$ cat config.mk
export PLATFORM = sky130hd
export DESIGN_NAME = oled_init_sequencer
export DESIGN_NICKNAME = d
export VERILOG_FILES = /design/src/rtl/oled_init_sequencer.sv
export SDC_FILE = /design/constraint.sdc
export NUM_CORES = 1
export LEC_CHECK = 0
export BUFFER_PORTS_ARGS = -buffer_cell sky130_fd_sc_hd__buf_4
export CAP_MARGIN = 15
export CORE_UTILIZATION = 62
export DETAILED_ROUTE_END_ITERATION = 16
export GPL_ROUTABILITY_DRIVEN = 0
export PLACE_DENSITY = 0.79
export REMOVE_ABC_BUFFERS = 1
export SYNTH_ARGS = -nofsm -noshare
export SYNTH_HDL_FRONTEND = slang
export SYNTH_SLANG_ARGS = --single-unit
$ cat constraint.sdc
create_clock -name i_clk -period 4.9 [get_ports i_clk]
set_input_delay 0.245 -clock i_clk [delete_from_list [all_inputs] [get_ports i_clk]]
set_output_delay 0.245 -clock i_clk [all_outputs]
set_load 0.005 [all_outputs]
$ cat src/rtl/oled_init_sequencer.sv
// Power-up and command sequencer for the SSD1331 (PmodOLEDrgb) behind a byte-wide SPI engine.
// Optional: define OLED_CLEAR_ON_INIT_EN to append a clear-window command after display-on.
module oled_init_sequencer #(
  parameter int unsigned T_PWR_CYC = 2_000_000,
  parameter int unsigned T_RES_CYC = 300,
  parameter int unsigned T_VCC_CYC = 2_500_000,
  parameter int unsigned T_ON_CYC  = 10_000_000
) (
  input  logic       i_clk,
  input  logic       i_n_reset,
  input  logic       i_init_start,
  output logic       o_spi_start,
  output logic [7:0] o_spi_byte,
  input  logic       i_spi_done,
  output logic       o_dc,
  output logic       o_res_n,
  output logic       o_vccen,
  output logic       o_pmoden,
  input  logic       i_usr_req,
  input  logic       i_usr_dc,
  input  logic [7:0] i_usr_byte,
  output logic       o_usr_ack,
  output logic       o_ready,
  output logic       o_busy
);

  typedef enum logic [3:0] {
    IDLE, PWR_ON, RES_LOW, RES_REC, CMD_LOAD, CMD_WAIT, VCC_ON, DON_LOAD,
    DON_WAIT, CLR_LOAD, CLR_WAIT, CLR_DLY, ON_DLY, READY, USR_WAIT
  } state_t;

  localparam logic [31:0] PWR_LD   = 32'(T_PWR_CYC - 1);
  localparam logic [31:0] RES_LD   = 32'(T_RES_CYC - 1);
  localparam logic [31:0] VCC_LD   = 32'(T_VCC_CYC - 1);
  localparam logic [31:0] ON_LD    = 32'(T_ON_CYC - 1);
  localparam logic [5:0]  LAST_IDX = 6'd38;
  localparam logic [7:0]  DISP_ON  = 8'hAF;

  state_t      state;
  logic [31:0] dly_cnt;
  logic [5:0]  idx;
`ifdef OLED_CLEAR_ON_INIT_EN
  logic [2:0]  clr_idx;
`endif

  function automatic logic [7:0] rom_byte(input logic [5:0] i);
    case (i)
      6'd0:  rom_byte = 8'hFD;  6'd1:  rom_byte = 8'h12;  6'd2:  rom_byte = 8'hAE;
      6'd3:  rom_byte = 8'hA0;  6'd4:  rom_byte = 8'h72;  6'd5:  rom_byte = 8'hA1;
      6'd6:  rom_byte = 8'h00;  6'd7:  rom_byte = 8'hA2;  6'd8:  rom_byte = 8'h00;
      6'd9:  rom_byte = 8'hA4;  6'd10: rom_byte = 8'hA8;  6'd11: rom_byte = 8'h3F;
      6'd12: rom_byte = 8'hAD;  6'd13: rom_byte = 8'h8E;  6'd14: rom_byte = 8'hB0;
      6'd15: rom_byte = 8'h0B;  6'd16: rom_byte = 8'hB1;  6'd17: rom_byte = 8'h31;
      6'd18: rom_byte = 8'hB3;  6'd19: rom_byte = 8'hF0;  6'd20: rom_byte = 8'h8A;
      6'd21: rom_byte = 8'h64;  6'd22: rom_byte = 8'h8B;  6'd23: rom_byte = 8'h78;
      6'd24: rom_byte = 8'h8C;  6'd25: rom_byte = 8'h64;  6'd26: rom_byte = 8'hBB;
      6'd27: rom_byte = 8'h3A;  6'd28: rom_byte = 8'hBE;  6'd29: rom_byte = 8'h3E;
      6'd30: rom_byte = 8'h87;  6'd31: rom_byte = 8'h06;  6'd32: rom_byte = 8'h81;
      6'd33: rom_byte = 8'h91;  6'd34: rom_byte = 8'h82;  6'd35: rom_byte = 8'h50;
      6'd36: rom_byte = 8'h83;  6'd37: rom_byte = 8'h7D;  6'd38: rom_byte = 8'h2E;
      default: rom_byte = 8'h00;
    endcase
  endfunction

`ifdef OLED_CLEAR_ON_INIT_EN
  // Clear-window over the full 96x64 panel: opcode, col0, row0, col1, row1.
  function automatic logic [7:0] clr_byte(input logic [2:0] i);
    case (i)
      3'd0:    clr_byte = 8'h25;
      3'd3:    clr_byte = 8'h5F;
      3'd4:    clr_byte = 8'h3F;
      default: clr_byte = 8'h00;
    endcase
  endfunction
`endif

  // Every output is a register written on the transition into the state that owns it,
  // so the pins change exactly on state entry with no combinational glitches.
  always_ff @(posedge i_clk or negedge i_n_reset) begin
    if (!i_n_reset) begin
      state       <= IDLE;
      dly_cnt     <= '0;
      idx         <= '0;
`ifdef OLED_CLEAR_ON_INIT_EN
      clr_idx     <= '0;
`endif
      o_spi_start <= 1'b0;
      o_spi_byte  <= '0;
      o_dc        <= 1'b0;
      o_res_n     <= 1'b1;
      o_vccen     <= 1'b0;
      o_pmoden    <= 1'b0;
      o_usr_ack   <= 1'b0;
      o_ready     <= 1'b0;
      o_busy      <= 1'b0;
    end else begin
      // NOTE: nonblocking defaults first; any branch below that re-assigns wins,
      // which turns o_spi_start and o_usr_ack into single-cycle pulses.
      o_spi_start <= 1'b0;
      o_usr_ack   <= 1'b0;

      case (state)
        IDLE: begin
          if (i_init_start) begin
            state    <= PWR_ON;
            o_pmoden <= 1'b1;
            o_busy   <= 1'b1;
            dly_cnt  <= PWR_LD;
          end
        end

        PWR_ON: begin
          if (dly_cnt == '0) begin
            state   <= RES_LOW;
            o_res_n <= 1'b0;
            dly_cnt <= RES_LD;
          end else begin
            dly_cnt <= dly_cnt - 32'd1;
          end
        end

        RES_LOW: begin
          if (dly_cnt == '0) begin
            state   <= RES_REC;
            o_res_n <= 1'b1;
            dly_cnt <= RES_LD;
          end else begin
            dly_cnt <= dly_cnt - 32'd1;
          end
        end

        RES_REC: begin
          if (dly_cnt == '0) begin
            state       <= CMD_LOAD;
            idx         <= '0;
            o_spi_start <= 1'b1;
            o_spi_byte  <= rom_byte(6'd0);
            o_dc        <= 1'b0;
          end else begin
            dly_cnt <= dly_cnt - 32'd1;
          end
        end

        CMD_LOAD: state <= CMD_WAIT;

        CMD_WAIT: begin
          if (i_spi_done) begin
            if (idx == LAST_IDX) begin
              state   <= VCC_ON;
              o_vccen <= 1'b1;
              dly_cnt <= VCC_LD;
            end else begin
              state       <= CMD_LOAD;
              idx         <= idx + 6'd1;
              o_spi_start <= 1'b1;
              o_spi_byte  <= rom_byte(idx + 6'd1);
            end
          end
        end

        VCC_ON: begin
          if (dly_cnt == '0) begin
            state       <= DON_LOAD;
            o_spi_start <= 1'b1;
            o_spi_byte  <= DISP_ON;
            o_dc        <= 1'b0;
          end else begin
            dly_cnt <= dly_cnt - 32'd1;
          end
        end

        DON_LOAD: state <= DON_WAIT;

        DON_WAIT: begin
          if (i_spi_done) begin
`ifdef OLED_CLEAR_ON_INIT_EN
            state       <= CLR_LOAD;
            clr_idx     <= '0;
            o_spi_start <= 1'b1;
            o_spi_byte  <= clr_byte(3'd0);
            o_dc        <= 1'b0;
`else
            state   <= ON_DLY;
            dly_cnt <= ON_LD;
`endif
          end
        end

`ifdef OLED_CLEAR_ON_INIT_EN
        CLR_LOAD: state <= CLR_WAIT;

        CLR_WAIT: begin
          if (i_spi_done) begin
            if (clr_idx == 3'd4) begin
              state   <= CLR_DLY;
              dly_cnt <= RES_LD;
            end else begin
              state       <= CLR_LOAD;
              clr_idx     <= clr_idx + 3'd1;
              o_spi_start <= 1'b1;
              o_spi_byte  <= clr_byte(clr_idx + 3'd1);
            end
          end
        end

        CLR_DLY: begin
          if (dly_cnt == '0) begin
            state   <= ON_DLY;
            dly_cnt <= ON_LD;
          end else begin
            dly_cnt <= dly_cnt - 32'd1;
          end
        end
`endif

        ON_DLY: begin
          if (dly_cnt == '0) begin
            state   <= READY;
            o_ready <= 1'b1;
            o_busy  <= 1'b0;
          end else begin
            dly_cnt <= dly_cnt - 32'd1;
          end
        end

        // A held request is re-accepted only once the ack pulse has gone low.
        READY: begin
          if (i_usr_req && !o_usr_ack) begin
            state       <= USR_WAIT;
            o_spi_start <= 1'b1;
            o_spi_byte  <= i_usr_byte;
            o_dc        <= i_usr_dc;
            o_busy      <= 1'b1;
          end
        end

        USR_WAIT: begin
          if (i_spi_done) begin
            state     <= READY;
            o_usr_ack <= 1'b1;
            o_busy    <= 1'b0;
          end
        end

        default: state <= IDLE;
      endcase
    end
  end

endmodule

Yosys cells after proc, flatten, opt, wreduce, memory -nomap -nowiden
Memory sizes are Yosys's and may differ from the RTL's.
Index checks and enable logic that the tools add are counted.
Widths: inputs -> output; s select.
{"block": "totals", "register_bits": 58, "romBits": 512, "inputBits": 14, "elab_cells": 109, "memories": 1}
{"block": "classes", "addsub": 2, "eq_ne": 26, "mux": 45, "reduce_logical": 23}
{"name": "(name not given)", "depth": 64, "width": 8, "read_ports": 1, "rd_ports_with_merged_regs": 0, "write_ports": 0, "line_no": "47", "text": "case (i)"}
{"op": "$mux 32", "n": 6}
{"op": "$pmux 32 s5", "n": 1}
{"op": "$pmux 4 s12", "n": 1}
{"op": "$mux 4", "n": 10}
{"op": "$mux 8", "n": 5}
{"op": "$logic_not 32->1", "n": 1}
{"op": "$pmux 8 s4", "n": 1}
{"op": "$sub 32x1->32 const B", "n": 1}
{"op": "$ne 2x2->1 const B", "n": 13}
{"op": "$mux 6", "n": 3}
{"op": "$eq 4x3->1 const B", "n": 4}
{"op": "$eq 4x4->1 const B", "n": 4}
{"op": "$mux 1", "n": 12}
{"op": "$pmux 6 s2", "n": 1}
{"op": "$reduce_and 6->1", "n": 2}
{"op": "$reduce_and 10->1", "n": 1}
{"op": "$reduce_and 3->1", "n": 3}
{"op": "$eq 4x2->1 const B", "n": 2}
{"op": "$reduce_bool 4->1", "n": 2}
{"op": "$add 6x1->6 const B", "n": 1}
{"op": "$eq 6x6->1 const B", "n": 1}
{"op": "$reduce_bool 2->1", "n": 3}
{"op": "$reduce_and 5->1", "n": 1}
{"op": "$reduce_bool 5->1", "n": 1}
{"op": "13 further kinds", "n": 16}

Depth between registers and ports, before layout
Gate-level depths: netlist (run 1).
An unclocked memory read counts as a cell.
{"block": "logic_depth", "ltp_word": 5, "ltp_mapped": 11, "mapped_depth_nobuf": 8}

Worst setup path before layout (run 1)
OpenSTA, ideal clock, no wires.
{"block": "synth_path", "kind": "reg-to-reg", "from": "register dly_cnt[5]", "to": "register dly_cnt[30]", "t_arrival_ns": 2.839, "t_required_ns": 4.822, "slack_ns": 1.982, "path_stages_with_launch": 9, "path_cell_list": "dfrtp_1 -> or4_1 -> buf_2 -> or4_4 -> a211oi_2 -> or4b_1 -> buf_2 -> or4_1 -> a21oi_1"}
{"block": "synth_between", "elab_chain_len": 3, "word_cells_on_any_way": 7, "cone_classes": "1 x add/sub; 1 x eq/ne; 3 x mux; 2 x reduce/logical"}
{"element": "from (decl)", "line_no": "40", "text": "logic [31:0] dly_cnt;"}
{"element": "from (signal assigned)", "line_no": "118", "text": "dly_cnt <= dly_cnt - 32'd1;"}
{"element": "from (signal assigned)", "line_no": "128", "text": "dly_cnt <= dly_cnt - 32'd1;"}
{"element": "from (signal assigned)", "line_no": "140", "text": "dly_cnt <= dly_cnt - 32'd1;"}
{"element": "$sub 32x1->32 or $logic_not 32->1 (tied branches)"}
{"element": "$mux 32 (tied with other cells)", "line_no": "133, 162, 217"}
{"element": "$pmux 32 s5 or $reduce_and 6->1 (tied branches)"}
Parallel ways exist; a longest one is shown, timed or not. The select of a mux whose other input is x is not followed.
A chain may end at the register's enable or synchronous reset.

Worst setup path after layout (run 1)
{"block": "layout_path", "from": "register idx[1]", "to": "register o_spi_byte[2]"}
{"block": "layout_between", "elab_chain_len": 5, "word_cells_on_any_way": 8, "cone_classes": "1 x add/sub; 2 x eq/ne; 3 x mux; 1 x reduce/logical; 1 x memory"}
{"element": "from (decl)", "line_no": "41", "text": "logic [5:0] idx;"}
{"element": "from (signal assigned)", "line_no": "154", "text": "idx <= idx + 6'd1;"}
{"element": "$add 6x1->6", "line_no": "156", "text": "o_spi_byte <= rom_byte(idx + 6'd1);"}
{"element": "$mem_v2 64x8"}
{"element": "$mux 8", "line_no": "148", "text": "if (idx == LAST_IDX) begin"}
{"element": "$mux 8", "line_no": "147", "text": "if (i_spi_done) begin"}
{"element": "$pmux 8 s4", "line_no": "102", "text": "case (state)"}
{"element": "to (signal assigned)", "line_no": "137", "text": "o_spi_byte <= rom_byte(6'd0);"}
{"element": "to (signal assigned)", "line_no": "156"}
{"element": "to (signal assigned)", "line_no": "231", "text": "o_spi_byte <= i_usr_byte;"}
{"element": "to (decl)", "line_no": "13", "text": "output logic [7:0] o_spi_byte,"}
Parallel ways exist; a longest one is shown, timed or not. The select of a mux whose other input is x is not followed.

==> results of run 1 <==
==> logic make-up (layout without fill, tap and decap cells) <==
logic type | after synthesis | after routing
compound gates | 200 | 200
xor+xnor | 18 | 18
fa+ha+maj | 12 | 12
buf+inv | 60 | 68
flops | 58 | 58
mux | 7 | 7
simple gates | 214 | 214
==> worst register-to-register path, cell delays in order, from the launching register on <==
cell                        delay, ns
sky130_fd_sc_hd__dfrtp_1         0.79
sky130_fd_sc_hd__ha_1            0.79
sky130_fd_sc_hd__xor2_1          0.64
sky130_fd_sc_hd__inv_2           0.24
sky130_fd_sc_hd__ha_1            0.27
sky130_fd_sc_hd__o21a_1          0.18
sky130_fd_sc_hd__a2111oi_0       0.42
sky130_fd_sc_hd__o21ai_0         0.17
sky130_fd_sc_hd__a21oi_1         0.18
==> flip-flops by register name (all words and copies together) (netlist names) <==
register	count
state	4
dly_cnt	32
o_res_n	1
o_ready	1
o_usr_ack	1
o_dc	1
o_spi_start	1
o_spi_byte	8
o_vccen	1
o_pmoden	1
o_busy	1
idx	6
==> what timing repair did <==
action	4_1_cts	5_1_grt
setup endpoints to repair	0	0
hold buffers	1	0
endpoints found under the hold margin	31	0
==> power by group through the flow <==
stage               Sequential [W]  Combinational, W  Clock, W
floorplan                 0.000628          0.000441         0
global placement          0.000638          0.000623         0
detailed placement        0.000643          0.000643         0
CTS                       0.000635          0.000649  0.000568
global route              0.000649          0.000731  0.000586
finish                    0.000639          0.000665  0.000562
==> worst max-delay path by stage <==
stage | start | to | slack (ns) | cells past startpoint
6_report | idx[1] | o_spi_byte[2] | 1.16 | 8
5_1_grt | idx[1] | o_spi_byte[2] | 0.88 | 8
3_5_place_dp | idx[1] | o_spi_byte[2] | 1.23 | 8
3_3_place_gp | idx[1] | o_spi_byte[2] | 1.25 | 8
4_1_cts | idx[1] | o_spi_byte[2] | 1.20 | 8
2_1_floorplan | dly_cnt[14] | dly_cnt[28] | 1.57 | 6
==> placed cells by master, fill, tap and decap left out, types with 5 or more instances in the layout <==
cell type / instances
sky130_fd_sc_hd__nor2_1: 60
sky130_fd_sc_hd__dfrtp_1: 57
sky130_fd_sc_hd__o21ai_0: 51
sky130_fd_sc_hd__nand2_1: 40
sky130_fd_sc_hd__a21oi_1: 40
sky130_fd_sc_hd__buf_4: 36
sky130_fd_sc_hd__nor3_1: 25
sky130_fd_sc_hd__inv_1: 12
sky130_fd_sc_hd__xnor2_1: 12
sky130_fd_sc_hd__ha_1: 11
sky130_fd_sc_hd__nor4_1: 9
sky130_fd_sc_hd__a21o_1: 9
sky130_fd_sc_hd__nor2b_1: 9
sky130_fd_sc_hd__nand3_1: 9
sky130_fd_sc_hd__clkbuf_8: 9
sky130_fd_sc_hd__a211oi_1: 8
sky130_fd_sc_hd__a31oi_1: 8
sky130_fd_sc_hd__nand2b_1: 7
sky130_fd_sc_hd__or4_1: 7
sky130_fd_sc_hd__a22o_1: 7
sky130_fd_sc_hd__xor2_1: 6
sky130_fd_sc_hd__or3_1: 6
sky130_fd_sc_hd__mux2i_1: 6
sky130_fd_sc_hd__o31ai_1: 6
sky130_fd_sc_hd__o311ai_0: 6
sky130_fd_sc_hd__or3_2: 5
sky130_fd_sc_hd__and2_1: 5
sky130_fd_sc_hd__o22ai_1: 5
==> per-layer routing <==
metal | vias to the layer above | track usage, %
met5 | - | 0
met4 | 0 | 15.4
met3 | 50 | 4.81
met2 | 283 | 53.3
met1 | 2186 | 52.4
li1 | 2152 | -
==> cell type report <==
type                    count  area (sq um)  area share, %
well taps                  96           120           2.39
repair buffers             37           280           5.58
inverters                  15          56.3           1.12
flip-flops and latches     58          1450           28.9
clock buffers               9           124           2.47
multi-input cells         451          2860           57.0
clock inverters             7           125           2.49
==> through the flow <==
| step | hold slack, ns | power, W | util [%] |
|---|---|---|---|
| floorplan | -0.0506 | 0.00107 | - |
| global placement | 0.352 | 0.00126 | 68.6 |
| detailed placement | 0.358 | 0.00129 | 68.6 |
| CTS | 0.124 | 0.00185 | 72.3 |
| global route | 0.166 | 0.00197 | 72.3 |
| finish | 0.131 | 0.00187 | 72.3 |
==> reports/metrics.csv, run 1 <==
metric,value,unit
run_status,"complete, no violations",
nNetsFinal,597,
stdcell_count,673,
final_critical_path_setup_slack,1.16,ns
antenna_found_initial,0,
tns,0,ns
cpMaxStageDelayCell,sky130_fd_sc_hd__dfrtp_1,
dieArea,0.00768,sq mm
data_required_time_of_the_worst_path,5.16,ns
yosys_most_used_dff,sky130_fd_sc_hd__dfrtp_1,
synthTopCellsByCount,"sky130_fd_sc_hd__nor2_1 (60), sky130_fd_sc_hd__dfrtp_1 (57), sky130_fd_sc_hd__o21ai_0 (51)",
final.fill_count,552,
cts_root_buf,sky130_fd_sc_hd__clkbuf_8,
ys_seq_area_share,32.0,%
end_kind,flip-flop,
wirelength,12900,microns
worst_skew_pair.late_latency,0.35,ns
p_per_area,372,mW/mm^2
power.sequential.fraction,34.2,%
finalSetupViolations,0,
cp_max_fo,21,
vdd_drop_max,0.321,mV
drive_gt1_share,12.7,%
cts_inserted_buffers,9,
track_usage,35.9,%
post_dp_cell_area,0.00476,sq mm
start_util,65.5,%
critical_path.top_delay_family,adder cells,
wire_length_of_the_first_global_routing_pass,21500,microns
final_design_area_no_fill,0.00502,sq mm
route.detailed.drc,0,
netsw,0.000749,W
r2r_setup_slack,1.16,ns
worst_r2r_startpoint,idx[1],
finalHoldViolCount,0,
synth-simple-area-share,25.1,%
worst-slew-pin-transition,1.17,ns
timing_worst_setup_path_type,flip-flop to flip-flop,
hold-path-cell-count,3,
rr_worst_depth,8,
crit_top_cell,sky130_fd_sc_hd__ha_1,
worstPathCellList,ha_1 -> xor2_1 -> inv_2 -> ha_1 -> o21a_1 -> a2111oi_0 -> o21ai_0 -> a21oi_1,
rsz0062_at_grt,no,
final.min_clock_period,3.74,ns
synth_top_cell_by_area,sky130_fd_sc_hd__dfrtp_1,
detailroute.wirelength.met2,5710,microns
portBuffers,29,
clk_pin_slew,0.07,ns
average_size_of_a_mapped_cell,7.99,sq um
post_synthesis_cells,569,
yosys.cell_count.top_type,sky130_fd_sc_hd__nor2_1,
critPathMaxStageDelay,0.79,ns
globalRouteOverflowTotal,0,
postCtsResizedCells,0,
synth_adder_area_share,3.25,%
number_of_drc_markers_in_iteration_0,481,
report.final.slew_viol_count,0,
numPlacedInstances,656,
regToRegEndpoint,o_spi_byte[2],
detailroute.wirelength.met3,1100,microns
synthDistinctLibCells,84,
drv.max_cap_violation_count,0,
final.period_utilization,76.4,%
via_count,4671,
dpl_worst_slack,1.23,ns
synth-compound-area-share,29.6,%
ioPinCount,30,
clockBufferDepth,2,
post_synth_xor_area_fraction,3.47,%
wl_met1,5680,microns
maximum_number_of_pins_on_one_net_before_global_route_repair,59,
share_clk_of_total_power,30.1,%
synth_enable_flop_cells,0,
p_int,0.00112,W
yosys-top-cells-area,"sky130_fd_sc_hd__dfrtp_1 (31%), sky130_fd_sc_hd__o21ai_0 (5.6%), sky130_fd_sc_hd__nor2_1 (5.0%), sky130_fd_sc_hd__a21oi_1 (4.4%), sky130_fd_sc_hd__nand2_1 (3.3%)",
postSynth.asyncResetShare,100,%
worst_hold_startpoint,i_usr_dc,
top_layer_used,met4,
dieHeight,87.6,microns
yosysWarningCount,0,
synth.ff_latch_count,58,
via_count_of_the_first_global_routing_pass,4310,
drtPass1Iterations,5,
cp.arrival,4.01,ns
fin_skew,0.0186,ns
via_per_inst,6.94,
antenna_diodes,0,
synth.top_cell.area_share,31.4,%
power.static_leakage,2.03,nW
syn_to_final_growth,10.4,%
clock_sink_count,58,
postRouteAntennaNets,0,
mappedNetlistArea,0.00455,sq mm
timing.critical_path.from_type,flip-flop,
chipWidth,87.6,microns
post_cts.repair.setup_buffers,0,
hpwlAfterDp,8920,microns
holdPathEnd,o_dc,
worst_max_slew_margin_expressed_relative_to_the_limit,21.5,%
hold_path.class,input pin to flip-flop,
path_buf_inv,1,
wire_length_per_cell_after_detailed_routing,19.2,microns
clock_tree.htree_level_count,3,
dominant_combinational_cell_family_by_area_after_synthesis,compound AO/OA/AOI/OAI gates,
core,0.00694,sq mm
cts_tree,done,
synthMuxAreaShare,1.57,%
placement_rows,30,
fmaxAchievable,0.267,GHz
power.combinational.fraction,35.7,%
power.share.switching,40.1,%
Power figures use the tool's default switching activity.
==> run 2, diff against run 1 <==
--- a/config.mk
+++ b/config.mk
@@ -7,10 +7,10 @@
 export LEC_CHECK = 0
 export BUFFER_PORTS_ARGS = -buffer_cell sky130_fd_sc_hd__buf_4
 export CAP_MARGIN = 15
-export CORE_UTILIZATION = 62
+export CORE_UTILIZATION = 56
 export DETAILED_ROUTE_END_ITERATION = 16
 export GPL_ROUTABILITY_DRIVEN = 0
-export PLACE_DENSITY = 0.79
+export PLACE_DENSITY = 0.76
 export REMOVE_ABC_BUFFERS = 1
 export SYNTH_ARGS = -nofsm -noshare
 export SYNTH_HDL_FRONTEND = slang
==> constraint.sdc (replaced) <==
create_clock -name i_clk -period 3.11 [get_ports i_clk]
set_input_delay 0.1555 -clock i_clk [delete_from_list [all_inputs] [get_ports i_clk]]
set_output_delay 0.1555 -clock i_clk [all_outputs]
set_load 0.005 [all_outputs]
==> run 2 against run 1 <==
  * Fmax is 26% higher
  * Critical path type unchanged
  * Clock power increased by 16%
  * Via count rose by 1.6%
  * Sequential cell count did not move
  * Largest cell class unchanged
  * Sequential share of layout area down 1.2 points
==> reports/metrics.csv, run 2 (synthesis results as in run 1) <==
metric,value,unit
run_status,"complete, no violations",
report.final.slew_viol_count,0,
nNetsFinal,634,
worst_hold_startpoint,i_usr_dc,
cpMaxStageDelayCell,sky130_fd_sc_hd__or4_1,
rr_worst_depth,6,
share_clk_of_total_power,23.3,%
largest_register,dly_cnt,
route.detailed.drc,0,
finalSetupViolations,0,
end_kind,flip-flop,
number_of_drc_markers_in_iteration_0,361,
syn_to_final_growth,15.4,%
worst_max_slew_margin_expressed_relative_to_the_limit,27.1,%
wire_length_per_cell_after_detailed_routing,18.4,microns
final.min_clock_period,2.98,ns
final_design_area_no_fill,0.00524,sq mm
cts_tree,done,
critPathMaxStageDelay,0.60,ns
core,0.00781,sq mm
ioPinCount,30,
largest_reg_flops,32,
netsw,0.00113,W
r2r_setup_slack,0.13,ns
cp.arrival,3.21,ns
postRouteAntennaNets,0,
power.combinational.fraction,41.4,%
finalHoldViolCount,0,
fmaxAchievable,0.336,GHz
start_util,58.2,%
maximum_number_of_pins_on_one_net_before_global_route_repair,59,
reg.largest.list,"dly_cnt x32, o_spi_byte x8, idx x6",
worst-slew-pin-transition,1.09,ns
hpwlAfterDp,9460,microns
chipWidth,92.1,microns
via_per_inst,6.65,
cts_root_buf,sky130_fd_sc_hd__clkbuf_8,
layout_common_cells,"sky130_fd_sc_hd__buf_4 (72), sky130_fd_sc_hd__nor2_1 (60), sky130_fd_sc_hd__dfrtp_1 (57)",
worst_r2r_startpoint,dly_cnt[14],
data_required_time_of_the_worst_path,3.35,ns
power.sequential.fraction,35.3,%
post_dp_cell_area,0.00501,sq mm
placement_rows,32,
wirelength,13100,microns
clockBufferDepth,2,
p_per_area,533,mW/mm^2
regToRegEndpoint,dly_cnt[21],
globalRouteOverflowTotal,0,
mostFrequentLayoutCell,sky130_fd_sc_hd__buf_4,
drive_gt1_share,17.6,%
hold-path-cell-count,3,
clk_pin_slew,0.07,ns
cp_max_fo,17,
clock_sink_count,58,
drv.max_cap_violation_count,0,
via_count,4747,
power.share.switching,40.5,%
dieHeight,92.1,microns
wire_length_of_the_first_global_routing_pass,21400,microns
dieArea,0.00848,sq mm
timing_worst_setup_path_type,flip-flop to flip-flop,
clock_tree.htree_level_count,3,
power.static_leakage,2.19,nW
finish.utilization,67.2,%
track_usage,32.1,%
final.fill_count,657,
hold_path.class,input pin to flip-flop,
final.period_utilization,95.7,%
p_int,0.00166,W
fin_skew,0.00788,ns
portBuffers,29,
antenna_diodes,0,
via_count_of_the_first_global_routing_pass,4364,
holdPathEnd,o_dc,
worst_skew_pair.late_latency,0.34,ns
vdd_drop_max,0.459,mV
worstPathCellList,or4_1 -> or4b_1 -> nor4b_2 -> nor2_1 -> a32o_1 -> a21o_1,
antenna_found_initial,0,
timing.critical_path.from_type,flip-flop,
drtPass1Iterations,5,
cts_inserted_buffers,9,
-- run 2: per-layer routing --
metal	vias to the layer above	wire (microns)	track usage [%]
li1	2219	-	-
met1	2259	5510	41.2
met2	225	6310	52.1
met3	44	815	4.64
met4	0	486	17.4
met5	-	0	0
-- run 2: metrics by stage --
stage	TNS, ns	std cells	hold slack [ns]	total power, W	setup WS [ns]
floorplan	-2.66	524	-0.140	0.00169	-0.223
global route	-0.0337	714	0.0668	0.00296	-0.0223
finish	0	714	0.0447	0.00280	0.132
detailed placement	0	694	0.268	0.00211	0.174
global placement	0	694	0.259	0.00208	0.254
CTS	0	709	0.0468	0.00277	0.165
-- run 2: worst max path at each step --
stage,startpoint,to,cells past startpoint,slack [ns]
CTS,dly_cnt[14],dly_cnt[7],8,0.16
finish,dly_cnt[14],dly_cnt[21],6,0.13
detailed placement,dly_cnt[5],dly_cnt[30],6,0.17
global route,dly_cnt[14],dly_cnt[21],6,-0.02
global placement,dly_cnt[5],dly_cnt[30],6,0.25
floorplan,dly_cnt[14],dly_cnt[28],6,-0.22
-- run 2: cell type report --
type | count | area (sq um) | area share [%]
Clock buffer | 10 | 128 | 2.43
Clock inverter | 4 | 45.0 | 0.859
Inverter | 15 | 56.3 | 1.07
Multi-Input combinational cell | 451 | 2860 | 54.6
Sequential cell | 58 | 1450 | 27.7
Tap cell | 102 | 128 | 2.43
Timing Repair Buffer | 74 | 571 | 10.9
-- run 2: worst max-delay path: cells and delay by family (launching register included) --
family,cells,cell delay (ns)
DFF,1,0.46
AOI/OAI and AO/OA,2,0.45
and+or+nand+nor,4,1.97
-- run 2: what timing repair did --
item,4_1_cts,5_1_grt
hold buffers,1,0
endpoints found under the setup margin,0,9
hold endpoints to repair,57,0
gates resized for setup,0,1
buffers inserted,0,5
-- run 2: power groups by stage --
stage	Sequential, W	Clock, W	Combinational [W]
after floorplan	0.000990	0	0.000695
after global placement	0.000989	0	0.00109
after detailed placement	0.000994	0	0.00111
after CTS	0.000981	0.000664	0.00112
after global routing	0.000999	0.000691	0.00127
final	0.000988	0.000651	0.00116
==> run 3, diff against run 2 <==
--- a/config.mk
+++ b/config.mk
@@ -7,10 +7,10 @@
 export LEC_CHECK = 0
 export BUFFER_PORTS_ARGS = -buffer_cell sky130_fd_sc_hd__buf_4
 export CAP_MARGIN = 15
-export CORE_UTILIZATION = 56
+export CORE_UTILIZATION = 61
 export DETAILED_ROUTE_END_ITERATION = 16
 export GPL_ROUTABILITY_DRIVEN = 0
-export PLACE_DENSITY = 0.76
+export PLACE_DENSITY = 0.78
 export REMOVE_ABC_BUFFERS = 1
 export SYNTH_ARGS = -nofsm -noshare
 export SYNTH_HDL_FRONTEND = slang
==> constraint.sdc (replaced) <==
create_clock -name i_clk -period 3.5 [get_ports i_clk]
set_input_delay 0.175 -clock i_clk [delete_from_list [all_inputs] [get_ports i_clk]]
set_output_delay 0.175 -clock i_clk [all_outputs]
set_load 0.005 [all_outputs]
==> run 3 against run 2 <==
  * Highest routed layer unchanged
  * Critical path type unchanged
  * Via count decreased by 0.97%
  * Critical endpoint is now dly_cnt[30]
  * Clock power decreased by 14%
  * Sequential power decreased by 9.9%
==> reports/metrics.csv, run 3 (synthesis results as in run 1) <==
metric,value,unit
dieArea,0.00780,sq mm
mostFrequentLayoutCell,sky130_fd_sc_hd__nor2_1,
globalRouteOverflowTotal,0,
fmaxAchievable,0.308,GHz
run_status,"complete, no violations",
maximum_number_of_pins_on_one_net_before_global_route_repair,59,
track_usage,34.7,%
via_per_inst,6.81,
route.detailed.drc,0,
drtPass1Iterations,5,
timing.critical_path.from_type,flip-flop,
clockBufferDepth,2,
power.combinational.fraction,39.7,%
report.final.slew_viol_count,0,
via_count,4701,
layout_common_cells,"sky130_fd_sc_hd__nor2_1 (60), sky130_fd_sc_hd__dfrtp_1 (57), sky130_fd_sc_hd__o21ai_0 (51), sky130_fd_sc_hd__buf_4 (51)",
wirelength,13100,microns
post_cts.repair.setup_buffers,0,
final.min_clock_period,3.25,ns
clock_tree.htree_level_count,3,
tns,0,ns
chipWidth,88.3,microns
share_clk_of_total_power,23.2,%
wire_length_per_cell_after_detailed_routing,19.0,microns
postCtsResizedCells,0,
p_int,0.00140,W
dieHeight,88.3,microns
cp_max_fo,7,
portBuffers,29,
cts_inserted_buffers,9,
finalSetupViolations,0,
ioPinCount,30,
cts_root_buf,sky130_fd_sc_hd__clkbuf_8,
dpl_worst_slack,0.285,ns
data_required_time_of_the_worst_path,3.76,ns
largest_register,dly_cnt,
power.sequential.fraction,37.1,%
antenna_found_initial,0,
netsw,0.00100,W
worst_skew_pair.late_latency,0.34,ns
via_count_of_the_first_global_routing_pass,4226,
hold_path.class,input pin to flip-flop,
final.fill_count,622,
finalHoldViolCount,0,
worst_max_slew_margin_expressed_relative_to_the_limit,31.2,%
number_of_drc_markers_in_iteration_0,462,
p_per_area,474,mW/mm^2
wire_length_of_the_first_global_routing_pass,20800,microns
rsz0062_at_grt,no,
largest_reg_flops,32,
final_critical_path_setup_slack,0.254,ns
end_kind,flip-flop,
power.share.switching,41.7,%
stdcell_count,690,
minimum_hold_slack,0.0483,ns
cts_tree,done,
postRouteAntennaNets,0,
antenna_diodes,0,
placement_rows,31,
drive_gt1_share,14.6,%
core,0.00721,sq mm
final.period_utilization,92.7,%
clock_sink_count,58,
drv.max_cap_violation_count,0,
numPlacedInstances,674,
clk_pin_slew,0.07,ns
timing_worst_setup_path_type,flip-flop to flip-flop,
start_util,63.0,%
reg.largest.list,"dly_cnt x32, o_spi_byte x8, idx x6",
worst-slew-pin-transition,1.03,ns
cp.arrival,3.51,ns
power.static_leakage,2.08,nW
fin_skew,0.0146,ns
syn_to_final_growth,11.3,%
vdd_drop_max,0.403,mV
nNetsFinal,612,
cts_hold_buffers,1,
hpwlAfterDp,9260,microns
run 3: cell types whose count changed in the layout (fill, tap and decap cells not counted), sizes merged:
cell	delta
buf	-22
bufinv	-1
clkbuf	+2
run 3: per-stage QoR:
| step | power [W] | instance area (sq um) | util, % |
|---|---|---|---|
| finish | 0.00240 | 5060 | 70.1 |
| global route | 0.00254 | 5060 | 70.1 |
| CTS | 0.00237 | 5060 | 70.1 |
| detailed placement | 0.00182 | 4880 | 67.6 |
| global placement | 0.00178 | 4880 | 67.6 |
| floorplan | 0.00150 | 4370 | - |
run 3: path summary, 6_finish.rpt:
path,slack (ns),from,endpoint,depth (start not counted)
max,0.25,dly_cnt[0],dly_cnt[30],8
min,0.05,i_usr_dc,o_dc,3
max reg2reg,0.25,dly_cnt[0],dly_cnt[30],8
min reg2reg,0.47,o_ready,o_ready,1
max in group asynchronous,2.54,i_n_reset,state[3],2
min in group asynchronous,0.45,i_n_reset,state[2],2
run 3: power groups by stage:
stage / registers [W] / clock network [W] / logic (W)
CTS: 0.000886 / 0.000559 / 0.000930
detailed placement: 0.000893 / 0 / 0.000924
global route: 0.000901 / 0.000591 / 0.00105
global placement: 0.000888 / 0 / 0.000896
finish: 0.000890 / 0.000557 / 0.000951
floorplan: 0.000880 / 0 / 0.000618
run 3: cell type report:
cell class / count / area [sq um] / share of cell area (%)
clock buffer: 12 / 155 / 3.07
clock inverter: 3 / 15.0 / 0.297
inverter: 15 / 56.3 / 1.11
multi-input combinational: 451 / 2860 / 56.6
sequential: 58 / 1450 / 28.7
tap: 99 / 124 / 2.45
timing repair buffer: 52 / 393 / 7.77
run 3: per-layer routing:
metal	vias to the layer above	wire length (microns)	global-route usage [%]
met5	-	0	0
met4	0	571	20.1
met3	56	949	4.85
met2	251	6250	56.9
met1	2220	5360	44.0
li1	2174	-	-
run 3: critical path, cell delays in order, from the launching register on:
cell and delay [ns]:
sky130_fd_sc_hd__dfrtp_1 0.42, sky130_fd_sc_hd__inv_1 0.10, sky130_fd_sc_hd__ha_1 0.19, sky130_fd_sc_hd__or3b_1 0.46, sky130_fd_sc_hd__or4_4 0.49, sky130_fd_sc_hd__a211oi_2 0.32
sky130_fd_sc_hd__or4b_1 0.59, sky130_fd_sc_hd__or4_1 0.44, sky130_fd_sc_hd__a21oi_1 0.16
